$ cat src/rtl/io_bridge_fl.sv
// I/O bridge for the floating-point core: per-channel input holding registers and a tagged output FIFO.
// Optional `IO_OVF_CNT_EN adds an 8-bit saturating drop counter on port ovf_cnt.
module io_bridge_fl #(
    parameter int NBMANT = 16,
    parameter int NBEXPO = 6,
    parameter int NUIOIN = 8,
    parameter int NUIOOU = 8,
    parameter int FDEPTH = 2,
    localparam int W  = NBMANT + NBEXPO + 1,
    localparam int AI = (NUIOIN > 1) ? $clog2(NUIOIN) : 1,
    localparam int AO = (NUIOOU > 1) ? $clog2(NUIOOU) : 1
) (
    input  logic              clk,
    input  logic              rst,
    output logic [W-1:0]      io_in,
    input  logic [AI-1:0]     addr_in,
    input  logic              req_in,
    input  logic [W-1:0]      data_out,
    input  logic [AO-1:0]     addr_out,
    input  logic              out_en,
    input  logic [W-1:0]      in_wr_data,
    input  logic [AI-1:0]     in_wr_addr,
    input  logic              in_wr_valid,
    output logic              in_wr_ready,
    output logic [NUIOIN-1:0] in_fresh,
    output logic [W-1:0]      ou_data,
    output logic [AO-1:0]     ou_addr,
    output logic              ou_valid,
    input  logic              ou_ready,
    output logic              ovf,
    input  logic              ovf_clr
`ifdef IO_OVF_CNT_EN
    ,
    output logic [7:0]        ovf_cnt
`endif
);

    localparam int DEPTH = 2 ** FDEPTH;

    typedef struct packed {
        logic [AO-1:0] addr;
        logic [W-1:0]  data;
    } fifo_ent_t;

    // ---------------- input side ----------------
    logic [W-1:0] in_reg [NUIOIN];
    logic         rd_ok;
    logic         wr_ok;
    logic         wr_fire;

    assign rd_ok   = int'(addr_in) < NUIOIN;
    assign wr_ok   = int'(in_wr_addr) < NUIOIN;
    assign wr_fire = in_wr_valid & in_wr_ready;

    always_comb begin
        io_in       = '0;
        in_wr_ready = 1'b0;
        if (rd_ok)
            io_in = in_reg[addr_in];
        // A channel being consumed this cycle may be refilled in the same cycle.
        if (wr_ok)
            in_wr_ready = ~in_fresh[in_wr_addr] | (req_in & rd_ok & (addr_in == in_wr_addr));
    end

    // NOTE: in_reg is a register array but is reset anyway, because io_in must read 0 after reset.
    always_ff @(posedge clk or posedge rst) begin
        if (rst) begin
            for (int i = 0; i < NUIOIN; i++)
                in_reg[i] <= '0;
            in_fresh <= '0;
        end else begin
            if (req_in && rd_ok)
                in_fresh[addr_in] <= 1'b0;
            // NOTE: non-blocking assignments; the later write below overrides the clear on a collision.
            if (wr_fire) begin
                in_reg[in_wr_addr]   <= in_wr_data;
                in_fresh[in_wr_addr] <= 1'b1;
            end
        end
    end

    // ---------------- output FIFO ----------------
    fifo_ent_t         mem [DEPTH];
    logic [FDEPTH-1:0] wptr;
    logic [FDEPTH-1:0] rptr;
    logic [FDEPTH:0]   count;
    logic              full;
    logic              pop;
    logic              push;
    logic              drop;

    assign ou_valid = count != '0;
    assign full     = count == (FDEPTH + 1)'(DEPTH);
    assign pop      = ou_valid & ou_ready;
    assign push     = out_en & (~full | pop);
    assign drop     = out_en & full & ~pop;
    assign ou_data  = ou_valid ? mem[rptr].data : '0;
    assign ou_addr  = ou_valid ? mem[rptr].addr : '0;

    // NOTE: FIFO storage has no reset; empty-state outputs are forced to 0 instead.
    always_ff @(posedge clk) begin
        if (push)
            mem[wptr] <= '{addr: addr_out, data: data_out};
    end

    always_ff @(posedge clk or posedge rst) begin
        if (rst) begin
            wptr  <= '0;
            rptr  <= '0;
            count <= '0;
            ovf   <= 1'b0;
        end else begin
            if (push)
                wptr <= wptr + 1'b1;
            if (pop)
                rptr <= rptr + 1'b1;
            if (push && !pop)
                count <= count + 1'b1;
            else if (pop && !push)
                count <= count - 1'b1;
            if (drop)
                ovf <= 1'b1;
            else if (ovf_clr)
                ovf <= 1'b0;
        end
    end

`ifdef IO_OVF_CNT_EN
    always_ff @(posedge clk or posedge rst) begin
        if (rst)
            ovf_cnt <= '0;
        else if (drop) begin
            if (ovf_clr)
                ovf_cnt <= 8'd1;
            else if (ovf_cnt != 8'hFF)
                ovf_cnt <= ovf_cnt + 8'd1;
        end else if (ovf_clr)
            ovf_cnt <= '0;
    end
`endif

endmodule

$ cat config.mk
export PLATFORM = sky130hd
export DESIGN_NAME = io_bridge_fl
export DESIGN_NICKNAME = d
export VERILOG_FILES = /design/src/rtl/io_bridge_fl.sv
export SDC_FILE = /design/constraint.sdc
export NUM_CORES = 1
export LEC_CHECK = 0
export ABC_AREA = 1
export ABC_CLOCK_PERIOD_IN_PS = 8900
export CORE_ASPECT_RATIO = 0.9
export CORE_UTILIZATION = 60
export CTS_CLUSTER_DIAMETER = 100
export DETAILED_ROUTE_END_ITERATION = 7
export DONT_BUFFER_PORTS = 1
export PLACE_DENSITY = 0.87
export SLEW_MARGIN = 40
export SYNTH_ARGS = -nofsm -noshare
export SYNTH_HDL_FRONTEND = slang
export SYNTH_SLANG_ARGS = --single-unit
$ cat constraint.sdc
create_clock -name clk -period 8.9 [get_ports clk]
set_clock_uncertainty 0.2 [all_clocks]
set_input_delay 2.225 -clock clk [delete_from_list [all_inputs] [get_ports clk]]
set_output_delay 2.225 -clock clk [all_outputs]
set_load 0.005 [all_outputs]
==> qor.yml <==
status:
  outcome: "finished, final reports clean"
clocking:
  htreeDepth: 1
  clkLatencyLatePin_ns: 0.56
  numCtsBuffers: 30
  postCtsHoldBufs: 0
  cts_resized: 0
  clock_path_buffers: 3
  cts_root_buf: "clkbuf_16"
  cts_setup_buffers: 0
  clkTransAtPathRegs_ns: 0.06
  cts_tree: "yes"
  clock_sinks: 304
logic_synthesis:
  synth-edff-count: 104
  ys_top_cells_by_count: "nand2_1 (388), nor2_1 (282), dfrtp_1 (200)"
  ys_seq_area_frac: 0.578
  syn-cell-area_sq_mm: 0.0141
  ys_warn_count: 0
  yosysMostFrequentCell: "nand2_1"
  synthDistinctLibCells: 31
  synth_cells: 1580
  synth_seq_cells: 304
  synth_top_area_frac: 0.356
  syn_nets: 1648
  ys_top_cells_by_area: "dfrtp_1 (36%), edfxtp_1 (22%), nand2_1 (10%)"
  synth_ff_type: "dfrtp_1"
  yosysTopAreaCell: "dfrtp_1"
  synth.avg_cell_area_sq_um: 8.90
  synthArstFlopShare: 0.658
timing:
  fin_crit_sh: 0.693
  setup_tns_ns: 0
  fin_hold_ws_ns: 0.265
  slew_viol_final: 0
  worst_pin_slew_ns: 0.818
  timing.slew.headroom: 0.454
  rsz0062_at_grt: "false"
  hold_violations: 0
  fmax_mhz: 162
  finalSetupViolCount: 0
  period_needed_ns: 6.17
die:
  rows: 52
  io_pins: 122
  die_h_um: 147
  start_util: 0.618
  die_w_um: 163
  die-area_sq_mm: 0.0241
  coreArea_sq_mm: 0.0228
pwr:
  power.density_mw_per_mm2: 285
  ir_drop_uv: 352
  power_mw: 4.30
  p_leak_nw: 6.72
final_layout:
  layout.nets: 1552
  drive_gt1_frac: 0.0650
  largest_reg_flops: 184
  final_area_sq_mm: 0.0151
  multi_input_area_sq_mm: 0.00520
  seqCellArea_sq_mm: 0.00813
  antennaDiodeCount: 0
  syn_to_final_growth_pct: 7.29
  nFillCells: 1688
drt:
  dr.pass1.iters: 6
  wl_met2_um: 17100
  ant_nets: 0
  vias: 11339
  routed_via_density: 6.29
  drcViolationCount: 0
  wl_per_cell_um: 19.9
  dr_wl_met3_um: 4060
  maxUsedRoutingLayer: "met4"
  wl_met1_um: 13800
  initialDrtViolationCount: 1374
  routed_wl_um: 36000
place:
  place_congestion: 0.854
  dpl.hpwl_um: 18900
  placed_cell_area_sq_mm: 0.0139
  port_buffers: 0
global_routing:
  grt_max_degree: 193
  grt_usage: 0.302
  grt_pass1_wl_um: 57400
  antenna_found_initial: 0
  overflow: 0
  grt_pass1_vias: 10949
worst_hold_path:
  hp-class: "reg -> reg"
worst_setup_path:
  arrival_ns: 3.74
  cp.required_ns: 6.48
  cp-end-kind: "output pin"
  start_kind: "primary input"
  critical_path_class: "in -> out"
  cp_max_fo: 95
job:
  maxCapViolations: 0
[through the flow]
stage	worst slack, ns	cells	utilization
global placement	2.90	1745	0.611
CTS	2.84	1800	0.658
global route	2.64	1804	0.663
detailed placement	2.88	1745	0.612
finish	2.73	1804	0.663
floorplan	1.02	1580	-
[area by class of cell]
type / instances / share of cell area
Clock buffer: 40 / 0.0576
Clock inverter: 15 / 0.0114
Inverter: 31 / 0.00862
Multi-Input combinational cell: 1099 / 0.345
Sequential cell: 304 / 0.539
Tap cell: 297 / 0.0246
Timing Repair Buffer: 18 / 0.0143
[kinds of logic after synthesis]
family,Yosys count,share of synthesized area
simple gates,878,0.273
flops,304,0.578
compound gates,207,0.0800
buf+inv,177,0.0585
xor+xnor,7,0.00436
fa+ha+maj,6,0.00587
mux,1,0.000801
[worst max-delay path, cell delays in order]
cell	delay [ns]
inv_2	0.22
buf_4	0.67
o21ai_0	0.27
o2111ai_1	0.25
[worst paths after layout]
check                                    to  depth (start not counted)         from  slack (ns)
worst max-delay path              io_in[20]                          4   addr_in[0]        2.73
worst min-delay path            in_reg[142]                          2  in_reg[142]        0.26
worst max register to register  in_reg[149]                         11  in_fresh[5]        5.68
worst min register to register  in_reg[142]                          2  in_reg[142]        0.26
max in group asynchronous        in_reg[72]                          2          rst        6.02
min in group asynchronous        in_reg[75]                          1          rst        1.41
[report_power, final]
group	switching, mW	internal [mW]	leakage (nW)
logic	0.662	0.315	2.76
clock network	0.527	0.796	0.504
registers	0.193	1.81	3.45
total	1.38	2.92	6.72
[per-layer routing]
layer | GRT usage | vias up
li1 | - | 5196
met1 | 0.416 | 5413
met2 | 0.479 | 636
met3 | 0.0652 | 94
met4 | 0.0935 | 0
met5 | 0 | -
[placed cells by master, fill, tap and decap left out, types with 5 or more instances in the layout]
cell type	Yosys	final
nand2_1	388	388
nor2_1	282	276
dfrtp_1	200	199
nand4_1	188	188
o21ai_0	147	147
edfxtp_1	104	104
clkbuf_16	0	32
a21oi_1	27	27
o2111ai_1	23	23
inv_1	21	19
buf_4	4	13
inv_2	8	10
o21ai_1	8	8
nand3_2	6	7
clkinv_1	2	7
clkbuf_8	0	6
nand3_1	6	5
ha_1	5	5
Power figures use the tool's default switching activity.
